$ cat src/rtl/seqdet_pkg.sv
// Shared state encodings and default sizing for the programmable Mealy serial pattern detector.
package seqdet_pkg;

  localparam int PAT_W_DEF = 5;
  localparam int CNT_W_DEF = 8;
  localparam int LEN_W_DEF = 16;

  typedef enum logic [1:0] {
    ST_IDLE = 2'b00,
    ST_RUN  = 2'b01,
    ST_DONE = 2'b10
  } seq_state_e;

  localparam logic [1:0] S_IDLE = ST_IDLE;
  localparam logic [1:0] S_RUN  = ST_RUN;
  localparam logic [1:0] S_DONE = ST_DONE;

endpackage

$ cat src/rtl/seqdet_match_core.sv
// History/fill tracking and length-masked compare; match_o is combinational on accept_i/x_i.
// Non-overlapping unless SEQDET_OVERLAP_EN is defined (then history is kept across a match).
module seqdet_match_core
  import seqdet_pkg::*;
#(
  parameter int PAT_W = PAT_W_DEF,
  parameter int PL_W  = $clog2(PAT_W + 1)
) (
  input  logic             clk,
  input  logic             reset,
  input  logic             clr_i,
  input  logic             accept_i,
  input  logic             x_i,
  input  logic [PAT_W-1:0] pattern_i,
  input  logic [PL_W-1:0]  pat_len_i,
  output logic             match_o
);

  // Only PAT_W-1 past bits are needed: with the live bit they form a full-length window.
  logic [PAT_W-2:0] hist_q, hist_d;
  logic [PL_W-1:0]  fill_q, fill_d;
  logic [PAT_W-1:0] window;
  logic [PAT_W-1:0] len_mask;
  logic             fill_ok;
  logic             bits_eq;

  assign window = {hist_q, x_i};

  always_comb begin
    len_mask = '0;
    for (int k = 0; k < PAT_W; k++) begin
      len_mask[k] = (PL_W'(k) < pat_len_i);
    end
  end

  assign fill_ok = ({1'b0, fill_q} + (PL_W+1)'(1)) >= {1'b0, pat_len_i};
  assign bits_eq = ((window ^ pattern_i) & len_mask) == '0;
  assign match_o = accept_i & fill_ok & bits_eq;

  always_comb begin
    hist_d = hist_q;
    fill_d = fill_q;
    if (clr_i) begin
      hist_d = '0;
      fill_d = '0;
    end else if (accept_i) begin
      hist_d = window[PAT_W-2:0];
      fill_d = (fill_q == PL_W'(PAT_W)) ? fill_q : fill_q + PL_W'(1);
`ifndef SEQDET_OVERLAP_EN
      if (match_o) begin
        fill_d = '0;
      end
`endif
    end
  end

  always_ff @(posedge clk) begin
    if (reset) begin
      hist_q <= '0;
      fill_q <= '0;
    end else begin
      hist_q <= hist_d;
      fill_q <= fill_d;
    end
  end

endmodule

$ cat src/rtl/seqdet_run_ctrl.sv
// Run controller: start/abort FSM, config shadow, bit/match counters; z is same-cycle Mealy.
// in_ready is high only in RUN (one cycle after start); SEQDET_OVERLAP_EN selects overlapping matches.
module seqdet_run_ctrl
  import seqdet_pkg::*;
#(
  parameter  int PAT_W = PAT_W_DEF,
  parameter  int CNT_W = CNT_W_DEF,
  parameter  int LEN_W = LEN_W_DEF,
  localparam int PL_W  = $clog2(PAT_W + 1)
) (
  input  logic             clk,
  input  logic             reset,
  input  logic             start,
  input  logic             abort,
  input  logic [PAT_W-1:0] cfg_pattern,
  input  logic [PL_W-1:0]  cfg_pat_len,
  input  logic [LEN_W-1:0] cfg_run_len,
  input  logic             x,
  input  logic             in_valid,
  output logic             in_ready,
  output logic             z,
  output logic [CNT_W-1:0] match_count,
  output logic             busy,
  output logic             done,
  output logic             err,
  output logic [1:0]       state
);

  logic [1:0]       state_q, state_d;
  logic [PAT_W-1:0] pat_q, pat_d;
  logic [PL_W-1:0]  plen_q, plen_d;
  logic [LEN_W-1:0] rlen_q, rlen_d;
  logic [LEN_W-1:0] bits_q, bits_d;
  logic [CNT_W-1:0] cnt_q, cnt_d;
  logic             err_q, err_d;

  logic cfg_ok;
  logic accept;
  logic clr;
  logic last_bit;
  logic match_raw;

  assign cfg_ok   = (cfg_pat_len != '0) && (cfg_pat_len <= PL_W'(PAT_W)) && (cfg_run_len != '0);
  assign in_ready = (state_q == S_RUN);
  // abort wins over any same-cycle bit, so that bit is never consumed.
  assign accept   = in_ready & in_valid & ~abort;
  assign clr      = (state_q == S_IDLE) & start;
  assign last_bit = (bits_q + LEN_W'(1)) == rlen_q;

  seqdet_match_core #(
    .PAT_W (PAT_W),
    .PL_W  (PL_W)
  ) u_core (
    .clk       (clk),
    .reset     (reset),
    .clr_i     (clr),
    .accept_i  (accept),
    .x_i       (x),
    .pattern_i (pat_q),
    .pat_len_i (plen_q),
    .match_o   (match_raw)
  );

  always_comb begin
    state_d = state_q;
    pat_d   = pat_q;
    plen_d  = plen_q;
    rlen_d  = rlen_q;
    bits_d  = bits_q;
    cnt_d   = cnt_q;
    err_d   = err_q;
    case (state_q)
      S_IDLE: begin
        if (start) begin
          pat_d  = cfg_pattern;
          plen_d = cfg_pat_len;
          rlen_d = cfg_run_len;
          bits_d = '0;
          cnt_d  = '0;
          if (cfg_ok) begin
            err_d   = 1'b0;
            state_d = S_RUN;
          end else begin
            err_d   = 1'b1;
            state_d = S_DONE;
          end
        end
      end
      S_RUN: begin
        if (abort) begin
          state_d = S_IDLE;
        end else if (accept) begin
          bits_d = bits_q + LEN_W'(1);
          if (match_raw && (cnt_q != '1)) begin
            cnt_d = cnt_q + CNT_W'(1);
          end
          if (last_bit) begin
            state_d = S_DONE;
          end
        end
      end
      S_DONE:  state_d = S_IDLE;
      default: state_d = S_IDLE;
    endcase
  end

  always_ff @(posedge clk) begin
    if (reset) begin
      state_q <= S_IDLE;
      pat_q   <= '0;
      plen_q  <= '0;
      rlen_q  <= '0;
      bits_q  <= '0;
      cnt_q   <= '0;
      err_q   <= 1'b0;
    end else begin
      state_q <= state_d;
      pat_q   <= pat_d;
      plen_q  <= plen_d;
      rlen_q  <= rlen_d;
      bits_q  <= bits_d;
      cnt_q   <= cnt_d;
      err_q   <= err_d;
    end
  end

  assign z           = match_raw;
  assign match_count = cnt_q;
  assign busy        = in_ready;
  assign done        = (state_q == S_DONE);
  assign err         = err_q;
  assign state       = state_q;

  a_done_one_cycle : assert property (@(posedge clk) disable iff (reset)
    (state_q == S_DONE) |=> (state_q == S_IDLE));
  a_z_only_when_ready : assert property (@(posedge clk) disable iff (reset)
    z |-> in_ready);

endmodule

$ cat config.mk
export PLATFORM = sky130hd
export DESIGN_NAME = seqdet_run_ctrl
export DESIGN_NICKNAME = d
export VERILOG_FILES = /design/src/rtl/seqdet_pkg.sv /design/src/rtl/seqdet_match_core.sv /design/src/rtl/seqdet_run_ctrl.sv
export SDC_FILE = /design/constraint.sdc
export NUM_CORES = 1
export LEC_CHECK = 0
export CAP_MARGIN = 20
export CORE_ASPECT_RATIO = 1.5
export CORE_MARGIN = 1
export CORE_UTILIZATION = 55
export CTS_BUF_LIST = sky130_fd_sc_hd__clkbuf_2
export DETAILED_ROUTE_END_ITERATION = 12
export HOLD_SLACK_MARGIN = 0.1
export PLACE_DENSITY = 0.77
export SYNTH_ARGS = -nofsm -noshare
export SYNTH_HDL_FRONTEND = slang
export SYNTH_SLANG_ARGS = --single-unit
$ cat constraint.sdc
create_clock -name clk -period 6.5 [get_ports clk]
set_input_delay 0.975 -clock clk [delete_from_list [all_inputs] [get_ports clk]]
set_output_delay 0.975 -clock clk [all_outputs]
set_load 0.02 [all_outputs]
==> impl_summary.log <==
[metrics] Post-layout nets: 490
[metrics] router iterations before antenna repair: 4
[metrics] total global routing overflow: 0
[metrics] wire length reported by the detailed router: 7666 um
[metrics] number of I/O pins: 45
[metrics] remaining max-slew budget at the tightest pin: 42.23%
[metrics] Achievable Freq: 212.7 MHz
[metrics] run status: finished, final reports clean
[metrics] flops & latches, synth: 58
[metrics] most frequent CP cell: sky130_fd_sc_hd__clkdlybuf4s50_1
[metrics] HPWL after DPL: 5625 um
[metrics] Distinct cells, synth: 60
[metrics] number of failing hold endpoints at the final stage: 0
[metrics] number of antenna violations at the first check in global routing: 0
[metrics] I/O Buffers: 44
[metrics] ratio of final minimum period to clock period: 72.33%
[metrics] commonest non-fill, non-tap cells in the layout: sky130_fd_sc_hd__nand2_1, sky130_fd_sc_hd__dfxtp_1, sky130_fd_sc_hd__a21oi_1
[metrics] CTS root buf: sky130_fd_sc_hd__clkbuf_2
[metrics] count of fill cells added during filler insertion: 526
[metrics] starting utilization of the core area: 56.69%
[metrics] Die X-Extent: 64.82 um
[metrics] number of cell instances on the worst register-to-register path: 6
[metrics] number of buffers created by CTS: 9
[metrics] floorplan core area: 5743 um2
[metrics] die area: 6237 um2
[metrics] Slowest-stage cell, CP: sky130_fd_sc_hd__clkdlybuf4s50_1
[metrics] most common library cell in the layout ignoring fill and taps: sky130_fd_sc_hd__nand2_1
[metrics] biggest cell delay along the critical path: 0.66 ns
[metrics] via count of the first global-routing pass: 2885
[metrics] maximum VDD drop: 0.0001723 V
[metrics] count of cells along the worst hold path: 2
[metrics] warnings from Yosys: 0
[metrics] H-tree Lvls: 3
[metrics] gate count after technology mapping: 418
[metrics] GRT Total Usage: 27.53%
[metrics] critical path start-end classification: in -> out
[metrics] wire length of the first global-routing pass: 13010 um
[metrics] chip height: 96.23 um
[metrics] Max Cap Viol: 0
[metrics] beginning of the worst register-to-register path: state[0]
[metrics] r2r endpoint: u_core.fill_q[0]
[metrics] post-synthesis instance area: 3256 um2
[metrics] endpoint required time on the critical path: 5.52 ns
[metrics] Most used DFF post-synth: sky130_fd_sc_hd__dfxtp_1
[metrics] via density per instance: 5.819
[metrics] maximum clock insertion buffer count: 2
[metrics] nature of the critical path startpoint: primary input
[metrics] weighted congestion at the end of routability-driven global placement: 0.8050
[metrics] final setup violation count: 0
[metrics] final worst clock skew: 0.03520 ns
[metrics] fraction of registers with async set/reset: 0%
[metrics] post-CTS repair timing setup buffer count: 0
[metrics] synth-to-layout area growth: 16.95%
[metrics] ratio of cells with drive above 1 in the final layout: 7.002%
[metrics] number of enable-type register cells in the synthesized netlist: 0
[metrics] end point of the worst hold path: rlen_q[13]
[metrics] detailed-route wire length per cell: 14.49 um
[metrics] Worst Min Path Start: rlen_q[13]
[metrics] CP cell instances: clkdlybuf4s50_1 > nor3b_2 > and2_1 > o221ai_1 > nor2_1 > clkdlybuf4s50_1
[metrics] Crit path arrival time: 3.73 ns
[metrics] peak fanout along the critical path: 21
[metrics] average instance area after synthesis: 7.789 um2
[metrics] Worst-Skew Late Latency: 0.52 ns
[metrics] Slew Viols, Final: 0
[metrics] crit end category: output port
[metrics] Hold Buf Count CTS: 0
[metrics] Hold Path Class: reg -> reg
[metrics] initial drt markers: 139
[metrics] Least-Margin Pin Slew: 0.8645 ns
[metrics] register-to-register setup slack: 3.90 ns
[metrics] Power Density: 185.6 nW/um2
[metrics] reported leakage power: 1.396 nW
[metrics] post-route ant nets: 0
[metrics] Reg clk slew, reported paths: 0.14 ns
[metrics] min cycle time layout: 4.701 ns
[metrics] Via Count: 3078
[metrics] post-detailed-route DRC marker count: 0
[metrics] Total Neg Setup Slack: 0 ns
[metrics] clock tree from TritonCTS: done
[metrics] diode count: 0
[metrics] floorplan row count: 34
[metrics] number of clock sinks: 58
[metrics] post_cts resized: 0
[metrics] post-synthesis sequential area ratio: 35.66%
[metrics] number of nets in the synthesized netlist: 455
[metrics] maximum number of pins on one net before global-route repair: 50
[metrics] unrepaired setup endpoints after global routing: false
[metrics] power after layout: 0.7065 mW
[cell usage after synthesis, types with 2 or more instances]
cell type | n | area share, %
sky130_fd_sc_hd__or2_2 | 2 | 0.38
sky130_fd_sc_hd__clkbuf_1 | 13 | 1.5
sky130_fd_sc_hd__nor2b_1 | 3 | 0.58
sky130_fd_sc_hd__nand3_1 | 9 | 1.4
sky130_fd_sc_hd__a22oi_1 | 2 | 0.46
sky130_fd_sc_hd__nand2_1 | 80 | 9.2
sky130_fd_sc_hd__nor4_1 | 10 | 1.9
sky130_fd_sc_hd__dfxtp_1 | 58 | 36
sky130_fd_sc_hd__buf_2 | 5 | 0.77
sky130_fd_sc_hd__inv_1 | 8 | 0.92
sky130_fd_sc_hd__a211oi_1 | 2 | 0.46
sky130_fd_sc_hd__ha_1 | 7 | 2.7
sky130_fd_sc_hd__a311oi_1 | 4 | 1.1
sky130_fd_sc_hd__buf_1 | 3 | 0.35
sky130_fd_sc_hd__o21ai_0 | 16 | 2.5
sky130_fd_sc_hd__nor2_1 | 31 | 3.6
sky130_fd_sc_hd__nand3b_1 | 3 | 0.69
sky130_fd_sc_hd__mux2i_1 | 3 | 0.92
sky130_fd_sc_hd__and3_1 | 6 | 1.2
sky130_fd_sc_hd__or3_1 | 4 | 0.77
sky130_fd_sc_hd__xor2_1 | 11 | 3.0
sky130_fd_sc_hd__o221ai_1 | 2 | 0.54
sky130_fd_sc_hd__and4_1 | 3 | 0.81
sky130_fd_sc_hd__nor3_1 | 10 | 1.5
sky130_fd_sc_hd__nand2b_1 | 6 | 1.2
sky130_fd_sc_hd__and2_1 | 2 | 0.38
sky130_fd_sc_hd__nand4_1 | 7 | 1.3
sky130_fd_sc_hd__a31oi_1 | 2 | 0.38
sky130_fd_sc_hd__a21oi_1 | 52 | 8.0
sky130_fd_sc_hd__nand4b_1 | 2 | 0.54
sky130_fd_sc_hd__a31o_2 | 3 | 0.81
sky130_fd_sc_hd__xnor2_1 | 20 | 5.4
sky130_fd_sc_hd__nor2_2 | 2 | 0.38
[state kept, by name, indices dropped and copies added, names as in the netlist]
register	count
state	2
bits_q	16
rlen_q	16
pat_q	5
u_core.hist_q	4
plen_q	3
u_core.fill_q	3
match_count	8
err	1
[final cells by class]
class	instances	area [um2]	area share (%)
clock buffer	10	50.05	1.314
clock inverter	5	46.29	1.216
multi-input combinational	330	1974	51.86
sequential	58	1161	30.50
inverter	8	30.03	0.7887
tap	72	90.09	2.366
timing repair buffer	46	455.4	11.96
[routing by layer]
metal  track usage (%)  wire [um]
met3             4.384        233
met5                 0          0
met4             16.30        285
met1             29.77       3154
met2             49.74       3992
[stage by stage]
| stage | instance area, um2 | instances | setup slack (ns) | hold WS (ns) | util (%) |
|---|---|---|---|---|---|
| 2_1_floorplan | 3256 | 418 | 3.534 | 0.4478 | - |
| 3_3_place_gp | 3711 | 514 | 1.883 | 0.4562 | 64.62 |
| 3_5_place_dp | 3711 | 514 | 1.793 | 0.4630 | 64.62 |
| 4_1_cts | 3807 | 529 | 1.785 | 0.4824 | 66.30 |
| 5_1_grt | 3807 | 529 | 1.549 | 0.5006 | 66.30 |
| 6_report | 3807 | 529 | 1.799 | 0.4811 | 66.30 |
[worst max path at each step]
stage / start / end / slack [ns] / depth (start not counted)
floorplan: abort / z / 3.53 / 4
CTS: abort / z / 1.79 / 6
detailed placement: abort / z / 1.79 / 6
finish: abort / z / 1.80 / 6
global route: abort / z / 1.55 / 6
global placement: abort / z / 1.88 / 6
[kinds of logic after synthesis]
kind of cell | synth area share [%]
and+or+nand+nor | 30.98
buffers and inverters | 3.766
DFF | 35.66
adders and majority gates | 2.690
muxes | 0.9224
xor gates and xnor gates | 8.340
AOI/OAI and AO/OA | 17.64
[where the power goes]
part / switching (mW) / total [mW] / leakage [nW] / internal (mW)
Combinational: 0.0637 / 0.115 / 0.860 / 0.0512
Clock: 0.128 / 0.212 / 0.0643 / 0.0841
Sequential: 0.0112 / 0.379 / 0.472 / 0.368
Total: 0.203 / 0.706 / 1.40 / 0.503
[worst max-delay path, delay by kind of cell]
family          cells  cell delay, ns
simple gates        3            1.26
buf+inv             2            1.10
compound gates      1            0.39
Power figures use the tool's default switching activity.
